$ cat src/rtl/obs_pkg.sv
// Shared definitions for the odd/even overlap-free GF(2) multiplier recombination.
// Tag ids, FSM encoding and operand/product width helpers.
package obs_pkg;

  localparam logic [1:0] TAG_EE = 2'd0;
  localparam logic [1:0] TAG_EO = 2'd1;
  localparam logic [1:0] TAG_OE = 2'd2;
  localparam logic [1:0] TAG_OO = 2'd3;

  typedef enum logic {
    COLLECT = 1'b0,
    HOLD    = 1'b1
  } state_e;

  function automatic int sub_width(input int n);
    return n - 1;
  endfunction

  function automatic int prod_width(input int n);
    return 2 * n - 1;
  endfunction

endpackage

$ cat src/rtl/overlap_accum_seq_if.sv
// Sub-product input stream, product output stream and control for overlap_accum_seq.
// master = producer/consumer side, slave = the recombination block.
interface overlap_accum_seq_if #(
  parameter int N = 36
) ();

  logic                                 clear;
  logic                                 in_valid;
  logic                                 in_ready;
  logic [1:0]                           in_tag;
  logic [obs_pkg::sub_width(N)-1:0]     in_data;
  logic                                 out_valid;
  logic                                 out_ready;
  logic [obs_pkg::prod_width(N)-1:0]    out_data;
  logic                                 dup_err;

  modport master (
    output clear, in_valid, in_tag, in_data, out_ready,
    input  in_ready, out_valid, out_data, dup_err
  );

  modport slave (
    input  clear, in_valid, in_tag, in_data, out_ready,
    output in_ready, out_valid, out_data, dup_err
  );

endinterface

$ cat src/rtl/overlap_accum_seq_spread.sv
// Places one N-1 bit sub-product at its interleaved position in the 2N-1 bit product.
// EE lands on even bits, OO on even bits shifted by two, EO/OE on odd bits.
module overlap_spread
  import obs_pkg::*;
#(
  parameter int N = 36
) (
  input  logic [1:0]                 tag,
  input  logic [sub_width(N)-1:0]    term,
  output logic [prod_width(N)-1:0]   contrib
);

  // NOTE: every always_comb output gets a default first so no path infers a latch.
  always_comb begin
    contrib = '0;
    for (int k = 0; k < N - 1; k++) begin
      unique case (tag)
        TAG_EE:  contrib[2*k]     = term[k];
        TAG_OO:  contrib[2*k + 2] = term[k];
        default: contrib[2*k + 1] = term[k];
      endcase
    end
  end

endmodule

$ cat src/rtl/overlap_accum_seq.sv
// Sequential recombination stage: XOR-accumulates EE/EO/OE/OO sub-products in any order
// and holds the finished 2N-1 bit product on a valid/ready output.
module overlap_accum_seq
  import obs_pkg::*;
#(
  parameter int N = 36
) (
  input  logic                clk,
  input  logic                rst_n,
  overlap_accum_seq_if.slave  bus
);

  localparam int PW = prod_width(N);

  state_e          state_q, state_d;
  logic [PW-1:0]   acc_q, acc_d;
  logic [3:0]      seen_q, seen_d;
  logic [PW-1:0]   out_data_q, out_data_d;
  logic            in_ready_q, in_ready_d;
  logic            out_valid_q, out_valid_d;
  logic            dup_err_q, dup_err_d;
  logic [PW-1:0]   contrib;
  logic            accept;

  overlap_spread #(.N(N)) u_spread (
    .tag     (bus.in_tag),
    .term    (bus.in_data),
    .contrib (contrib)
  );

  assign accept = bus.in_valid & in_ready_q & ~bus.clear;

  always_comb begin
    state_d     = state_q;
    acc_d       = acc_q;
    seen_d      = seen_q;
    out_data_d  = out_data_q;
    in_ready_d  = in_ready_q;
    out_valid_d = out_valid_q;
    dup_err_d   = 1'b0;

    if (bus.clear) begin
      // Abort wins over any beat or pending product in the same cycle.
      state_d     = COLLECT;
      acc_d       = '0;
      seen_d      = 4'b0000;
      in_ready_d  = 1'b1;
      out_valid_d = 1'b0;
    end else begin
      unique case (state_q)
        COLLECT: begin
          if (accept) begin
            if (seen_q[bus.in_tag]) begin
              dup_err_d = 1'b1;
            end else begin
              acc_d                = acc_q ^ contrib;
              seen_d[bus.in_tag]   = 1'b1;
              if (seen_d == 4'b1111) begin
                state_d     = HOLD;
                out_data_d  = acc_d;
                in_ready_d  = 1'b0;
                out_valid_d = 1'b1;
              end
            end
          end
        end
        HOLD: begin
          if (bus.out_ready) begin
            state_d     = COLLECT;
            acc_d       = '0;
            seen_d      = 4'b0000;
            in_ready_d  = 1'b1;
            out_valid_d = 1'b0;
          end
        end
        default: state_d = COLLECT;
      endcase
    end
  end

  // NOTE: sequential state uses non-blocking assignments only, so every flop samples pre-edge values.
  always_ff @(posedge clk or negedge rst_n) begin
    if (!rst_n) begin
      state_q     <= COLLECT;
      acc_q       <= '0;
      seen_q      <= 4'b0000;
      out_data_q  <= '0;
      in_ready_q  <= 1'b1;
      out_valid_q <= 1'b0;
      dup_err_q   <= 1'b0;
    end else begin
      state_q     <= state_d;
      acc_q       <= acc_d;
      seen_q      <= seen_d;
      out_data_q  <= out_data_d;
      in_ready_q  <= in_ready_d;
      out_valid_q <= out_valid_d;
      dup_err_q   <= dup_err_d;
    end
  end

  assign bus.in_ready  = in_ready_q;
  assign bus.out_valid = out_valid_q;
  assign bus.out_data  = out_data_q;
  assign bus.dup_err   = dup_err_q;

endmodule

$ cat src/flat_wrapper.sv
// flat-port wrapper written by rule: the top's interface ports become plain ports
module overlap_accum_seq_flat import obs_pkg::*;
#(
  parameter int N = 36
)
  (clk, rst_n, bus_clear, bus_in_valid, bus_in_tag, bus_in_data, bus_out_ready, bus_in_ready, bus_out_valid, bus_out_data, bus_dup_err);
  overlap_accum_seq_if #(.N(N)) bus_i ();
  input  logic clk;
  input  logic rst_n;
  input wire logic [$bits(bus_i.clear)-1:0] bus_clear;
  input wire logic [$bits(bus_i.in_valid)-1:0] bus_in_valid;
  input wire logic [$bits(bus_i.in_tag)-1:0] bus_in_tag;
  input wire logic [$bits(bus_i.in_data)-1:0] bus_in_data;
  input wire logic [$bits(bus_i.out_ready)-1:0] bus_out_ready;
  output wire logic [$bits(bus_i.in_ready)-1:0] bus_in_ready;
  output wire logic [$bits(bus_i.out_valid)-1:0] bus_out_valid;
  output wire logic [$bits(bus_i.out_data)-1:0] bus_out_data;
  output wire logic [$bits(bus_i.dup_err)-1:0] bus_dup_err;
  assign bus_i.clear = bus_clear;
  assign bus_i.in_valid = bus_in_valid;
  assign bus_i.in_tag = bus_in_tag;
  assign bus_i.in_data = bus_in_data;
  assign bus_i.out_ready = bus_out_ready;
  assign bus_in_ready = bus_i.in_ready;
  assign bus_out_valid = bus_i.out_valid;
  assign bus_out_data = bus_i.out_data;
  assign bus_dup_err = bus_i.dup_err;
  overlap_accum_seq #(.N(N)) u_core (.clk(clk), .rst_n(rst_n), .bus(bus_i));
endmodule
$ cat config.mk
export PLATFORM = sky130hd
export DESIGN_NAME = overlap_accum_seq_flat
export DESIGN_NICKNAME = d
export VERILOG_FILES = /design/src/rtl/obs_pkg.sv /design/src/rtl/overlap_accum_seq_if.sv /design/src/rtl/overlap_accum_seq_spread.sv /design/src/rtl/overlap_accum_seq.sv /design/src/flat_wrapper.sv
export SDC_FILE = /design/constraint.sdc
export NUM_CORES = 1
export LEC_CHECK = 0
export ABC_AREA = 0
export CORE_UTILIZATION = 25
export CTS_CLUSTER_SIZE = 10
export DETAILED_ROUTE_END_ITERATION = 8
export HOLD_SLACK_MARGIN = 0.03
export PLACE_DENSITY_LB_ADDON = 0.12
export SLEW_MARGIN = 20
export SYNTH_ARGS = -nofsm -noshare
export SYNTH_HDL_FRONTEND = slang
export SYNTH_SLANG_ARGS = --single-unit
$ cat constraint.sdc
create_clock -name clk -period 1.98 [get_ports clk]
set_input_delay 0.396 -clock clk [delete_from_list [all_inputs] [get_ports clk]]
set_output_delay 0.396 -clock clk [all_outputs]
set_load 0.05 [all_outputs]
==> impl_results.md <==
- Yosys cell types: 40
- Largest net degree at the start of global routing: 51
- Nets: around 940
- Via count of the first global-routing pass: 6552
- Seq/Total Area, Yosys: 45.7%
- Tmin final: 2070 ps
- Cell Area, Synth: 0.00822 mm²
- Area growth syn-to-layout: 37.3%
- Dpl hpwl: 17.1 mm
- Synthesized area per cell: 11.0 µm²
- CP Data Arrival Time: ~2400 ps
- Num CTS Buffers: 17
- FFs w/ async S/R, synth: between 90% and 100%
- Initial antenna violation count: 1
- Routability cong.: between 0.7 and 0.8
- Root buffer cell: clkbuf_16
- Die area: 0.0336 mm²
- Clock buffer depth: 2
- CP endpoint kind: flop
- Die Y: between 150 and 200 µm
- Overall power: about 0.009 W
- Post-synthesis net count: 791
- Slew Viols, Final: 0
- RSZ-0062 raised after global routing: yes
- H-tree depth: 4
- Number of synthesized flops with an enable pin: 0
- Area occupied by multi-input gates: 0.00437 mm²
- Vias/cell: 4.94
- Overflow after GRT: 0
- Die outline width: 183 µm
- Place WS: -598 ps
- WP data required: roughly 2300 ps
- CTS tree: yes
- Register area: 0.00375 mm²
- LEAKAGE: 6.11 nW
- Cell Pwr Density: 798 mW/mm²
- Layout cells sized above 1: 25.4%
- Hold Crit Class: in2async
- Seq cells post-synth: 150
- Num rows: 66
- Slew margin rel.: 66.4%
- Pre-antenna DRT Iters: 5
- Failing checks: setup timing
- Initial Utilization: approximately 25%
- Clock Latency Late Sink: 430 ps
- Sink Count: 150
- WL/cell: 19.7 µm
- Total track usage: 15.8%
- Clock Skew: ~12 ps
- # fillers: 3258
- Type of origin of the critical path: flop
- Number of max-cap violations: 0
- Area leader, netlist: dfrtp_1
- Global-route wire length before repair: 40.3 mm
- Clock slew at reported path FFs: 70 ps
- Yosys warns: 0
- IO Pins: 116
- Synth top area share: 45.4%
- Status: complete, but fails checks
- Final core occ: roughly a third
- Main flop type after synthesis: dfrtp_1
- Core area: 0.0325 mm²
- Fmax: 0.483 GHz
- Syn Inst Count: 745
- Worst-Margin Slew: 503 ps
- Top cells by area, synth: dfrtp_1, mux2_1, o221a_2
- Final Hold Vio Count: 0
- Kind of critical path: reg2reg
- Worst VDD drop: 0.605 mV
- DRC Markers: 0
- Via Count: ~6700
- DRT iter0 DRCs: 363
- Final WL: 26.6 mm
- # setup viols final: a little over 70
- Final ANT Viol Nets: 0
- Crit path max fanout: 12
- Period utilisation layout: 105%
- PnR worst setup slack: -90.1 ps
- PortBufs: 115
[worst max-delay path: stages, from the launching register on]
cell	delay, ps
dfrtp_1	400
mux4_2	510
nor4_4	310
buf_4	220
clkbuf_16	190
mux2_1	320
[path summary, 6_finish.rpt]
| path | from | to | slack [ps] | cells after the start |
|---|---|---|---|---|
| worst max register to register | u_core.seen_q[2] | u_core.bus.out_data[19] | -90 | 5 |
| worst max-delay path | u_core.seen_q[2] | u_core.bus.out_data[19] | -90 | 5 |
| worst min-delay path | rst_n | u_core.bus.out_data[69] | 440 | 2 |
| max in group asynchronous | rst_n | u_core.bus.out_data[68] | 940 | 3 |
| min in group clk | u_core.bus.out_data[27] | u_core.bus.out_data[27] | 480 | 1 |
| worst min register to register | u_core.bus.out_data[27] | u_core.bus.out_data[27] | 480 | 1 |
[repair_timing]
| action | CTS | global route |
|---|---|---|
| setup buffers | 4 | 2 |
| hold buffers | 1 | 0 |
| pin swaps | 1 | 1 |
| setup endpoints to repair | 193 | 104 |
| gates resized for setup | 96 | 17 |
| endpoints found under the hold margin | 30 | 0 |
| cloned | 2 | 4 |
[through the flow]
step | hold WS [ps] | std cells | TNS (ps) | area (µm²)
3_3_place_gp | 347 | 1302 | -76920 | 10400
5_1_grt | 461 | 1347 | -8070 | 11300
6_report | 436 | 1348 | -4510 | 11300
3_5_place_dp | 347 | 1302 | -77870 | 10400
4_1_cts | 442 | 1341 | -3910 | 11100
2_1_floorplan | 100 | 745 | 0 | 8220
[layout make-up]
type / instances / area share (%)
tap: 442 / 4.90
clock buffer: 20 / 3.87
inverter: 6 / 0.200
multi-input combinational: 525 / 38.7
antenna: 1 / 0.0222
clock inverter: 12 / 1.36
sequential: 150 / 33.3
timing repair buffer: 192 / 17.7
[sequential cells by signal, summed over array words and instances (netlist names)]
register / count
u_core.bus.in_ready: 1
u_core.acc_q: 71
u_core.state_q: 1
u_core.bus.dup_err: 1
u_core.bus.out_valid: 1
u_core.bus.out_data: 71
u_core.seen_q: 4
[placed cells by master, fill, tap and decap left out, drive strengths merged, types with 3 or more instances in the layout]
cell type and count:
dfrtp 149, buf 83, nand2 69, mux2 69
dlygate4sd2 65, and3 39, clkdlybuf4s50 38, xnor2 37
o211a 33, and3b 32, a21o 32, nand3 32
a31o 32, o221a 30, a211o 27, nor4 27
clkbuf 24, nor2 14, a221o 11, inv 7
nor3b 5, o21a 5, clkinv 5, a21oi 4
ha 4, nand3b 3, clkinvlp 3, bufinv 3
[synthesized netlist by cell type (2+ instances only)]
library cell	number
dfrtp_1	149
mux2_2	15
mux2i_1	2
nand3_1	32
a211o_1	27
a21o_1	32
nor4_1	26
a221o_1	11
and3_1	39
o221ai_1	2
buf_6	6
nor2_1	14
a31o_2	32
a21oi_1	4
nand2_1	69
mux2_1	54
inv_1	6
o211a_1	33
nand3b_1	3
o22ai_1	2
ha_1	4
o211ai_1	2
buf_2	4
o31ai_1	2
and4b_1	2
clkbuf_1	53
a211oi_1	2
xnor2_1	37
or2_2	2
nor3b_1	5
o221a_2	30
and3b_1	32
o21a_1	5
[report_power, final]
group	internal [W]	total (W)	switching (W)
combinational	0.000907	0.00207	0.00116
sequential	0.00333	0.00357	0.000237
clock	0.00199	0.00337	0.00138
[per-layer routing]
metal | track usage, % | routed length [µm] | up-vias
met5 | 0 | 0 | -
met4 | 3.60 | 196 | 0
met3 | 2.48 | 867 | 13
met2 | 24.7 | 12000 | 146
met1 | 22.9 | 13500 | 3362
li1 | - | - | 3142
[logic make-up after synthesis]
logic type                 synth area share (%)
muxes                                      9.97
DFF                                        45.7
AOI/OAI and AO/OA                          20.4
and+or+nand+nor                            15.6
buffers and inverters                      3.85
xor gates and xnor gates                   3.94
adders and majority gates                 0.609
Note: power is estimated with default switching activity, not from simulation.
